`src/rtl/fxp_issue_arbiter.sv`:
```
// fxp_issue_arbiter: round-robin issue arbiter for a shared fixed-point unit with multi-cycle mul/div occupancy.
// Define FXP_ARB_DIV_EN to build the divider path; otherwise divides complete in one cycle flagged illegal.
module fxp_issue_arbiter #(
  parameter int NUM_THREADS = 2,
  parameter int MUL_CYCLES  = 4,
  parameter int DIV_CYCLES  = 34
) (
  input  logic                           clk,
  input  logic                           reset,
  input  logic [NUM_THREADS-1:0]         req,
  input  logic [2*NUM_THREADS-1:0]       req_kind,
  input  logic [NUM_THREADS-1:0]         flush,
  output logic [NUM_THREADS-1:0]         gnt,
  output logic [$clog2(NUM_THREADS)-1:0] issue_thread,
  output logic                           busy,
  output logic                           result_valid,
  output logic [$clog2(NUM_THREADS)-1:0] result_thread,
  output logic                           result_illegal
);
  localparam int TW   = $clog2(NUM_THREADS);
  localparam int MAXC = (MUL_CYCLES > DIV_CYCLES) ? MUL_CYCLES : DIV_CYCLES;
  localparam int CW   = $clog2(MAXC);
  typedef enum logic [1:0] {
    IDLE,
`ifdef FXP_ARB_DIV_EN
    BUSY_DIV,
`endif
    BUSY_MUL
  } state_t;
  state_t                 r_state, w_state_nx;
  logic [CW-1:0]          r_cnt, w_cnt_nx;
  logic [TW-1:0]          r_ptr, r_owner, w_idx;
  logic [NUM_THREADS-1:0] w_elig;
  logic [1:0]             w_kind;
  logic                   r_sc, w_any, w_mul, w_div, w_done;
`ifndef FXP_ARB_DIV_EN
  logic                   r_ill;
`endif
  always_comb begin
    int j;
    w_elig = req & ~flush;
    w_idx  = '0;
    // Descending scan so the nearest eligible thread after the pointer wins.
    for (int k = NUM_THREADS; k >= 1; k--) begin
      j = (int'(r_ptr) + k) % NUM_THREADS;
      if (w_elig[TW'(j)]) w_idx = TW'(j);
    end
  end
  assign w_any  = (r_state == IDLE) && !reset && |w_elig;
  assign w_kind = req_kind[{w_idx, 1'b0} +: 2];
  assign w_mul  = w_any && (w_kind == 2'd1);
`ifdef FXP_ARB_DIV_EN
  assign w_div  = w_any && (w_kind == 2'd2);
`else
  assign w_div  = 1'b0;
`endif
  assign gnt          = w_any ? (NUM_THREADS'(1) << w_idx) : '0;
  assign issue_thread = w_idx;
  assign busy         = (r_state != IDLE);
  assign w_done       = busy && (r_cnt == '0) && !flush[r_owner];
  assign result_valid = w_done || (r_sc && !flush[r_owner]);
  assign result_thread = r_owner;
`ifdef FXP_ARB_DIV_EN
  assign result_illegal = 1'b0;
`else
  assign result_illegal = r_ill && !flush[r_owner];
`endif
  always_comb begin
    w_state_nx = r_state;
    w_cnt_nx   = r_cnt;
    if (r_state == IDLE) begin
      if (w_mul) begin
        w_state_nx = BUSY_MUL;
        w_cnt_nx   = CW'(MUL_CYCLES - 1);
      end
`ifdef FXP_ARB_DIV_EN
      else if (w_div) begin
        w_state_nx = BUSY_DIV;
        w_cnt_nx   = CW'(DIV_CYCLES - 1);
      end
`endif
    end else if (flush[r_owner] || r_cnt == '0) begin
      w_state_nx = IDLE;
      w_cnt_nx   = '0;
    end else begin
      w_cnt_nx   = r_cnt - 1'b1;
    end
  end
  always_ff @(posedge clk or posedge reset) begin
    if (reset) begin
      r_state <= IDLE;
      r_cnt   <= '0;
      r_owner <= '0;
      r_ptr   <= TW'(NUM_THREADS - 1);
      r_sc    <= 1'b0;
`ifndef FXP_ARB_DIV_EN
      r_ill   <= 1'b0;
`endif
    end else begin
      r_state <= w_state_nx;
      r_cnt   <= w_cnt_nx;
      r_sc    <= w_any && !w_mul && !w_div;
`ifndef FXP_ARB_DIV_EN
      r_ill   <= w_any && (w_kind == 2'd2);
`endif
      if (w_any) begin
        r_owner <= w_idx;
        r_ptr   <= w_idx;
      end
    end
  end
endmodule

```
`config.mk`:
```
export PLATFORM = sky130hd
export DESIGN_NAME = fxp_issue_arbiter
export DESIGN_NICKNAME = d
export VERILOG_FILES = /design/src/rtl/fxp_issue_arbiter.sv
export SDC_FILE = /design/constraint.sdc
export NUM_CORES = 1
export LEC_CHECK = 0
export ABC_AREA = 1
export BUFFER_PORTS_ARGS = -buffer_cell sky130_fd_sc_hd__buf_2
export CAP_MARGIN = 5
export CORE_MARGIN = 4
export CORE_UTILIZATION = 35
export CTS_CLUSTER_DIAMETER = 40
export DETAILED_ROUTE_END_ITERATION = 16
export PLACE_DENSITY = 0.58
export SETUP_SLACK_MARGIN = 0.2
export SYNTH_ARGS = -nofsm -noshare
export SYNTH_HDL_FRONTEND = slang
export SYNTH_SLANG_ARGS = --single-unit
```
`constraint.sdc`:
```
create_clock -name clk -period 1.5 [get_ports clk]
set_input_delay 0.15 -clock clk [delete_from_list [all_inputs] [get_ports clk]]
set_output_delay 0.15 -clock clk [all_outputs]
set_load 0.02 [all_outputs]
```
Word level (Yosys, flattened, before mapping)
Index checks and enable logic that the tools add are counted.

Add/sub/neg operators: 3. $lt $le $gt $ge: 3. Equality and inequality tests: 3. Shift operators: 2. Mux-type cells: 15. Bitwise logic cells: 2. Reductions and logical operators: 20.

Operators with widths (number): $mux 6 (3); $logic_and 1x1->1 (9); $mux 1 (8); $mux 2 (4); $logic_not 6->1 (1); $lt 1x3->1 const B (2); $sub 6x1->6 const B (1); $reduce_bool 2->1 (2); $shiftx 4x3->2 (1); $logic_not 1->1 (3); $add 1x1->1 const B (2); $and 2x2->2 (1); $eq 2x1->1 const B (1); $eq 2x2->1 const B (1); $logic_not 2->1 (1); $logic_or 1x1->1 (2); $lt 1x2->1 const B (1); $ne 2x2->1 const B (1); $not 2->2 (1); $reduce_and 2->1 (1); $reduce_or 2->1 (1); $shl 1x1->2 const A (1).

Register bits: 12. Output and inout bits: 7. Word-level logic and storage cells: 54.

Depth between registers and ports, before layout
Gate-level depths: netlist (run 1).

Depth after elaboration: 11. Mapped depth: 9.

Worst setup path after synthesis (run 1)
OpenSTA, ideal clock, no wires.

Path type: register to register. Start point: register r_state[0]. End point: register r_owner (netlist: result_thread). Library setup time: 0.138 ns. Data arrival time: 1.312 ns. Slack: 0.049 ns. Stages on the path, launching flop included: 7. Path buffers: 0. Period minus slack after synthesis: 1.451 ns. Path through: dfrtp_1 > inv_1 > nand2_1 > a21oi_4 > inv_1 > nor2_1 > nor2_1.

Word-level cells in the longest chain between the ends: 3.

RTL lines: start, declared (RTL line 30) `state_t r_state, w_state_nx;`; start signal, assigned (RTL line 100) `r_state <= w_state_nx;`; $logic_not 2->1 (RTL line 49) `assign w_any = (r_state == IDLE) && !reset && |w_elig;`; $logic_and 1x1->1 (2 in series) (RTL line 49); end signal, assigned (RTL line 107) `r_owner <= w_idx;`; end, declared (RTL line 32) `logic [TW-1:0] r_ptr, r_owner, w_idx;`.

Every way passes these cells. A chain may end at the register's enable or synchronous reset.

Worst setup path after layout (run 1)
Start point: register r_cnt[1]. End point: output result_valid.

Word-level cells in the longest chain between the ends: 4.

RTL lines: start, declared (RTL line 31) `logic [CW-1:0] r_cnt, w_cnt_nx;`; start signal, assigned (RTL line 101) `r_cnt <= w_cnt_nx;`; $logic_not 6->1 (RTL line 60) `assign w_done = busy && (r_cnt == '0) && !flush[r_owner];`; $logic_and 1x1->1 (2 in series) (RTL line 60); $logic_or 1x1->1 (RTL line 61) `assign result_valid = w_done || (r_sc && !flush[r_owner]);`; end, declared (RTL line 16) `output logic result_valid,`.

Every way passes these cells.

==> flow_summary.toml, run 1 <==
[placed_design]
finalWeightedCongestion = 0.821
numPortBuffers = 16
placed_cells = 132
hpwlAfterDp_um = 1170

[logic_synthesis]
syn_nets = 102
synth_cell_type_count = 20
synth_seq_area_share = 0.412
ys.flop_type = "dfrtp_1"
async_flop_share = 1.00
syn_area_um2 = 671
yosysWarningCount = 0
syn_avg_cell_area_um2 = 7.45
synth-seq-cells = 11
synth_edf_count = 0
netlist_instances = 90

[route]
drc = 0
route.met3.wl_um = 100
vias_per_cell = 4.70
drtIter0Drc = 7
wl_met2_um = 975
vias = 705
dr.pass1.iters = 4
wire_per_inst_um = 11.7
routed_wl_um = 1760
dr.max_layer_used = "met4"
drtAntennaViolNets = 0
met1Wirelength_um = 681

[worst_hold_path]
hold_class = "primary input to flip-flop"
hold_path.startpoint = "req_kind[0]"
whs_path_depth = 4
hold_end = "r_ill"

[cts]
cts_buffers = 3
cts_buffer_depth = 2
cts_tree = "done"
cts-root-buf = "clkbuf_4"
htree_levels = 1
clk_latency_ns = 0.27
numClockSinks = 11
path_clk_slew_ns = 0.07

[global_route]
grt.total_usage = 0.141
grt_pass1_vias = 674
grt_pass1_wl_um = 2820
antenna_found_initial = 0
grt-ovfl-total = 0
grt_max_degree = 12

[worst_setup_path]
cp_slowest_cell = "dfrtp_1"
r2r-end = "r_cnt[3]"
critPathMaxStageDelay_ns = 0.40
end_kind = "primary output"
crit_required_ns = 1.35
cp_max_fo = 2
critical_path.cell_chain = "inv_2 -> ha_4 -> nand4_1 -> nor2_1 -> nor2_1 -> nor2_2 -> buf_6"
critPathArrivalTime_ns = 1.33
path_buf_inv = 2
rrSetupSlack_ns = 0.18
cpMostUsedCell = "nor2_1"
path_delay_family = "flip-flops"
rr_worst_depth = 7
critical_path_class = "flip-flop to primary output"
r2r_start = "result_thread"
start_kind = "flip-flop"

[finish]
multi_input_area_um2 = 428
most-common-layout-cells = "nand2_1, buf_2, buf_4, dfrtp_1, nand3_1"
layout-drive-gt1-share = 0.496
num_antenna_cells = 0
nNetsFinal = 138
mostFrequentLayoutCell = "nand2_1"
seq_area_um2 = 277
stdcell_count = 150
area_growth_pct = 57.1
n_fill_cell = 166

[power_and_ir_drop]
p_leak_nw = 0.538
total_power_mw = 1.44
peakVddDrop_mv = 0.940
power_density_mw_per_mm2 = 1370

[floorplan]
ioPinCount = 17
die_area_mm2 = 0.00268
core_mm2 = 0.00176
start_util = 0.380
fp-row-count = 15
die_h_um = 51.8
die_w_um = 51.8

[sta]
layout_min_cycle_time_ns = 1.48
post-route-period-util = 0.985
finClkSkew_ns = 0.00504
fin_setup_tns_ns = 0
rsz0062_at_grt = "true"
whs_ns = 0.194
relSlewSlack = 0.834
fmax_mhz = 677
worst_pin_slew_ns = 0.249
hold_viol_final = 0
final-max-slew-violation-count = 0
setup_viol = 0

[run]
drv_cap = 0

[status]
status = "complete, no violations"
-- report_power, final --
group	switching (mW)	internal, mW
clock	0.0971	0.103
sequential	0.0863	0.401
combinational	0.417	0.339
-- routing by layer --
metal | vias to the layer above | global-route usage
met5 | - | 0
met4 | 0 | 0.0262
met3 | 2 | 0.0573
met2 | 15 | 0.237
met1 | 336 | 0.169
li1 | 352 | -
-- flip-flops by register name, indices dropped and copies added, names as in the netlist --
register,cells
r_sc,1
result_thread,1
r_ptr,1
r_ill,1
r_state,1
r_cnt,6
-- logic make-up after synthesis --
kind of cell	share of synthesized area
and+or+nand+nor	0.360
buffers and inverters	0.0839
DFF	0.412
AOI/OAI and AO/OA	0.0802
xor gates and xnor gates	0.0261
adders and majority gates	0.0373
-- worst reg2reg max path: cells and delay by family (launching register included) --
kind                   cells  cell delay (ns)
AO/OA/AOI/OAI              2             0.28
buffers and inverters      1             0.13
flip-flops                 1             0.41
AND/OR/NAND/NOR            4             0.46
-- cell type report --
cell class	count	share of cell area
tap	25	0.0297
timing repair buffer	32	0.227
sequential	11	0.262
multi-input combinational	64	0.406
clock buffer	4	0.0249
inverter	14	0.0499
-- Yosys cell counts (2+ instances only) --
| library cell | count | area share |
|---|---|---|
| inv_1 | 12 | 0.067 |
| o21ai_0 | 4 | 0.030 |
| nand2_1 | 23 | 0.13 |
| nand2_2 | 2 | 0.019 |
| dfrtp_1 | 10 | 0.37 |
| xor2_1 | 2 | 0.026 |
| a21oi_1 | 2 | 0.015 |
| nand3_1 | 9 | 0.067 |
| ha_1 | 2 | 0.037 |
| nor2_1 | 12 | 0.067 |
| nand4_1 | 2 | 0.019 |
| inv_2 | 2 | 0.011 |
-- metrics by stage --
step | cell area (µm²) | util | setup WS, ns
after floorplan | 681 | - | 0.240
after global placement | 803 | 0.455 | 0.189
after detailed placement | 803 | 0.455 | 0.165
after CTS | 923 | 0.523 | 0.00881
after global routing | 1050 | 0.597 | -0.0764
final | 1050 | 0.597 | 0.0232
-- timing repair --
item | CTS | global route
endpoints found under the setup margin | 10 | 11
gates resized for setup | 15 | 24
endpoints found under the hold margin | 10 | 0
hold buffers | 1 | 0
pin swaps | 2 | 8
setup buffers | 6 | 7
-- worst max path at each step --
stage,from,to,cells after the start
floorplan,r_state[0],result_thread,6
global route,r_cnt[0],result_valid,7
CTS,r_cnt[1],result_valid,7
finish,r_cnt[1],result_valid,7
detailed placement,r_cnt[0],r_cnt[3],7
global placement,r_state[0],gnt[0],6
Note: power is estimated with default switching activity, not from simulation.
==> run 2: changes to the inputs <==
--- a/config.mk
+++ b/config.mk
@@ -11,4 +11,5 @@
 export CORE_MARGIN = 4
 export CORE_UTILIZATION = 35
+export CTS_BUF_LIST = sky130_fd_sc_hd__clkbuf_8 sky130_fd_sc_hd__clkbuf_16
 export CTS_CLUSTER_DIAMETER = 40
 export DETAILED_ROUTE_END_ITERATION = 16
==> constraint.sdc (replaced) <==
create_clock -name clk -period 1.5 [get_ports clk]
set_input_delay 0.3 -clock clk [delete_from_list [all_inputs] [get_ports clk]]
set_output_delay 0.3 -clock clk [all_outputs]
set_load 0.02 [all_outputs]
==> run 2 against run 1 <==
Compared with the run above:
- clock power is 49% higher
- largest cell class unchanged
- core utilization rose by 5.1 points
- highest routed layer unchanged
- largest power group unchanged
- critical path type unchanged
- critical endpoint unchanged
- the run now ends with setup timing left
- sequential share of layout area fell by 2.0 points
- die area is the same
==> flow_summary.toml, run 2 (same netlist as run 1, synthesis figures left out) <==
[finish]
largest_reg_flops = 6
layout-drive-gt1-share = 0.573
top_register = "r_cnt"
num_antenna_cells = 0
nNetsFinal = 144
most-common-layout-cells = "buf_4, nand2_1, buf_2, buf_6, dfrtp_1"
finalInstanceArea_mm2 = 0.00114
area_growth_pct = 70.5
n_fill_cell = 151
stdcell_count = 156
mostFrequentLayoutCell = "buf_4"

[power_and_ir_drop]
power_density_mw_per_mm2 = 1520
p_sw_frac = 0.405
total_power_mw = 1.73
power_switching_mw = 0.701
clockPowerShare = 0.172
peakVddDrop_mv = 0.732
power.share.sequential = 0.288
power.internal_mw = 1.03
p_leak_nw = 0.575
combPwrFrac = 0.541

[route]
vias_per_cell = 4.99
wire_per_inst_um = 13.3
dr.pass1.iters = 5
vias = 778
drtIter0Drc = 11
drtAntennaViolNets = 0
routed_wl_um = 2080
drc = 0

[cts]
cts_tree = "done"
clk_latency_ns = 0.24
cts-root-buf = "clkbuf_8"
htree_levels = 1
cts_buffers = 3
ctsHoldBuffers = 0
numClockSinks = 11
cts_buffer_depth = 2
path_clk_slew_ns = 0.05

[global_route]
grt_max_degree = 12
grt.busiest_layer = "met2"
grt.total_usage = 0.145
grt_use_met3 = 0.0516
antenna_found_initial = 0
globalRouteMet1Util = 0.163
grt_pass1_vias = 682
grt-ovfl-total = 0
use_met2 = 0.227
grt_pass1_wl_um = 2830

[sta]
layout_min_cycle_time_ns = 1.67
rsz0062_at_grt = "true"
final-max-slew-violation-count = 0
hold_viol_final = 0
setup_viol = 2
relSlewSlack = 0.879
worst_pin_slew_ns = 0.182
fmax_mhz = 598
finClkSkew_ns = 0.00341
worst_slack_ns = -0.173
post-route-period-util = 1.12

[worst_hold_path]
hold_class = "primary input to async pin"

[worst_setup_path]
critical_path_class = "flip-flop to primary output"
start_kind = "flip-flop"
critPathArrivalTime_ns = 1.37
end_kind = "primary output"
cp_max_fo = 3
crit_required_ns = 1.20

[floorplan]
fp-row-count = 15
die_w_um = 51.8
die_area_mm2 = 0.00268
die_h_um = 51.8
ioPinCount = 17
start_util = 0.380
core_mm2 = 0.00176

[placed_design]
dp_slack_ns = 0.102
hpwlAfterDp_um = 1070
placed_area_um2 = 818
numPortBuffers = 16
placed_cells = 133
finalWeightedCongestion = 0.840

[run]
drv_cap = 0

[status]
failed_checks = "setup timing"
status = "finished, violations left"
-- run 2: cell count changes in the layout (fill, tap and decap cells not counted), moves of 2 or more --
cell	delta
buf_4	+6
buf_6	+2
clkbuf_4	-3
clkbuf_8	+3
nand3_1	-4
nand3_2	+5
o21ai_1	+2
-- run 2: critical path, stage by stage (launching register included) --
cell and delay, ns:
dfrtp_1 0.40, inv_2 0.09, ha_4 0.12, nand4_1 0.11
nor2_1 0.12, nor2_1 0.06, nor2_2 0.11, buf_6 0.12
-- run 2: repair_timing --
action                     CTS  global route
buffers inserted            11             8
gates cloned                 0             0
gates resized for setup     15            26
pin swaps                    4            16
setup endpoints to repair   10            12
-- run 2: final cells by class --
class / count / area [µm²] / area share
Clock buffer: 3 / 41.3 / 0.0361
Clock inverter: 1 / 5.00 / 0.00438
Timing Repair Buffer: 38 / 292 / 0.255
Sequential cell: 11 / 278 / 0.243
Multi-Input combinational cell: 64 / 440 / 0.385
Tap cell: 25 / 31.3 / 0.0274
Inverter: 14 / 56.3 / 0.0492
-- run 2: path summary, 6_finish.rpt --
check,from,to,slack (ns),cells after the start
min in group clk,req_kind[0],r_ill,0.38,4
worst max register to register,r_state[0],r_cnt[5],0.11,9
worst max-delay path,r_cnt[0],result_valid,-0.17,7
worst min register to register,r_cnt[4],r_cnt[4],0.50,2
worst min-delay path,reset,result_thread,0.09,3
max in group asynchronous,reset,r_ptr,1.18,3
-- run 2: routing by layer --
layer / share of wire / wire length (µm)
met1: 0.38 / 783
met2: 0.53 / 1100
met3: 0.049 / 101
met4: 0.043 / 89
met5: 0 / 0
-- run 2: per-stage QoR --
stage / hold WS [ns] / setup TNS, ns / util
final: 0.0950 / -0.183 / 0.648
after floorplan: 0.103 / 0 / -
after detailed placement: 0.340 / 0 / 0.464
after CTS: 0.0972 / -0.145 / 0.562
after global routing: 0.105 / -0.394 / 0.648
after global placement: 0.331 / 0 / 0.464
-- run 2: power groups by stage --
stage | Sequential (mW) | Clock, mW | Combinational [mW]
after floorplan | 0.488 | 0 | 0.388
after global routing | 0.511 | 0.326 | 1.02
after CTS | 0.480 | 0.309 | 0.654
final | 0.498 | 0.298 | 0.937
after global placement | 0.489 | 0 | 0.502
after detailed placement | 0.490 | 0 | 0.506
==> run 3: changes to the inputs <==
- ABC_AREA: 1 -> not set
- CORE_UTILIZATION: 35 -> 45
- PLACE_DENSITY: 0.58 -> 0.71
==> run 3 against run 2 <==
Compared with the run above:
- the run still ends with setup timing left
- critical path depth shrank 2
- via count shrank 9.5%
- clock-buffer cell count is the same
- maximum frequency shrank 7.2%
- die area shrank 21%
- critical path type unchanged
- critical endpoint unchanged
==> flow_summary.toml, run 3 <==
[sta]
setup_viol = 10
post-route-period-util = 1.20
hold_viol_final = 0
worst_pin_slew_ns = 0.343
rsz0062_at_grt = "true"
layout_min_cycle_time_ns = 1.80
finClkSkew_ns = 0.00426
relSlewSlack = 0.771
final-max-slew-violation-count = 0
fmax_mhz = 555
worst_slack_ns = -0.303
fin_setup_tns_ns = -1.22

[floorplan]
die_h_um = 46.1
start_util = 0.490
die_w_um = 46.1
fp-row-count = 13
die_area_mm2 = 0.00212
ioPinCount = 17
core_mm2 = 0.00133

[logic_synthesis]
synth.top_cell.area_share = 0.383
syn_nets = 77
ys.flop_type = "dfrtp_1"
syn_avg_cell_area_um2 = 10.0
synth_cell_type_count = 32
async_flop_share = 1.00
yosysMostFrequentCell = "dfrtp_1"
yosysWarningCount = 0
syn_area_um2 = 653
synth.top_cells.by_count = "dfrtp_1, nand2_1, inv_1, nor2_1, a21oi_1"
netlist_instances = 65
synth_edf_count = 0
synth-seq-cells = 11
synth_seq_area_share = 0.423
synthTopCellsByArea = "dfrtp_1, dfstp_2, nand2_1"
yosysTopAreaCell = "dfrtp_1"

[worst_setup_path]
start_kind = "flip-flop"
critPathArrivalTime_ns = 1.50
critical_path_class = "flip-flop to primary output"
r2r_start = "r_cnt[3]"
crit_required_ns = 1.20
crit_start = "r_cnt[3]"
end_kind = "primary output"
cp_max_fo = 2

[cts]
ctsHoldBuffers = 0
clk_latency_ns = 0.25
cts_tree = "done"
cts_buffer_depth = 2
path_clk_slew_ns = 0.06
numClockSinks = 11
cts-root-buf = "clkbuf_8"
cts_buffers = 3
htree_levels = 1

[status]
failed_checks = "setup timing"
status = "finished, violations left"

[route]
dr.max_layer_used = "met4"
dr.pass1.iters = 4
wl_met2_um = 1110
vias = 704
route.met3.wl_um = 138
drc = 0
vias_per_cell = 5.72
drtIter0Drc = 10
routed_wl_um = 2250
met1Wirelength_um = 909
wire_per_inst_um = 18.3
drtAntennaViolNets = 0

[power_and_ir_drop]
power.share.sequential = 0.278
power_switching_mw = 0.667
combPwrFrac = 0.541
clockPowerShare = 0.181
power.internal_mw = 1.04
p_leak_nw = 0.548
power_density_mw_per_mm2 = 1500
p_sw_frac = 0.391
peakVddDrop_mv = 0.862

[global_route]
grt_pass1_vias = 761
grt_max_degree = 12
antenna_found_initial = 0
grt-ovfl-total = 0
grt_pass1_wl_um = 3300
grt.total_usage = 0.234

[placed_design]
placed_cells = 110
hpwlAfterDp_um = 1270
dp_slack_ns = -0.0898
finalWeightedCongestion = 0.753
placed_area_um2 = 880
numPortBuffers = 16

[finish]
finalInstanceArea_mm2 = 0.00114
top_register = "r_cnt"
stdcell_count = 123
fin_util = 0.853
mostFrequentLayoutCell = "buf_4"
area_growth_pct = 74.1
largest_reg_flops = 6
layout-drive-gt1-share = 0.657
num_antenna_cells = 0
most-common-layout-cells = "buf_4, buf_2, buf_6, dfrtp_1, nand2_1"
nNetsFinal = 121

[run]
drv_cap = 0

[worst_hold_path]
hold_class = "primary input to async pin"
==> run 3: path summary, 6_finish.rpt <==
path	to	slack, ns	cells past startpoint
worst min-delay path	r_sc	0.17	3
worst max-delay path	result_valid	-0.30	5
worst max register to register	r_cnt[2]	-0.25	5
worst min register to register	r_ptr	0.48	2
max in group asynchronous	r_ptr	1.10	3
min in group clk	r_ill	0.34	3
==> run 3: layout make-up <==
cell class                 instances  area (µm²)
multi-input combinational         49         470
timing repair buffer              39         307
sequential                        11         278
fill                              74         196
clock buffer                       3        41.3
inverter                           5        18.8
tap                               15        18.8
clock inverter                     1        3.75
==> run 3: per-stage QoR <==
step	total power [mW]	hold WS, ns
final	1.71	0.169
after detailed placement	1.12	0.353
after global routing	1.79	0.182
after floorplan	0.854	0.167
after CTS	1.60	0.145
after global placement	1.09	0.343
==> run 3: repair_timing <==
action	in CTS	in global routing
pin swaps	4	2
buffers inserted	6	3
resized for setup	30	9
setup endpoints to repair	13	15
==> run 3: worst max-delay path, stage by stage, from the launching register on <==
cell and delay (ns):
dfrtp_1 0.39, or3_4 0.41, nor3_4 0.14, a21oi_2 0.08
nor2_2 0.10, buf_4 0.14
==> run 3: cell families (layout without fill, tap and decap cells) <==
group,count (synthesis),count (layout),synth area share
buffers and inverters,5,48,0.0287
AND/OR/NAND/NOR,28,28,0.247
flip-flops,11,11,0.423
adder cells (fa/ha/maj),2,2,0.0383
XOR/XNOR,2,2,0.0268
multiplexers,3,3,0.0479
AO/OA/AOI/OAI,14,14,0.188
==> run 3: power by group through the flow <==
stage	clock, mW	sequential, mW	combinational, mW
final	0.309	0.473	0.923
after global routing	0.325	0.480	0.985
after CTS	0.308	0.464	0.825
after detailed placement	0	0.462	0.657
after global placement	0	0.453	0.635
after floorplan	0	0.488	0.365
==> run 3: metal layers <==
metal,vias up,GRT usage
met2,29,0.379
met4,0,0.165
met5,-,0
li1,320,-
met1,343,0.265
met3,12,0.0586
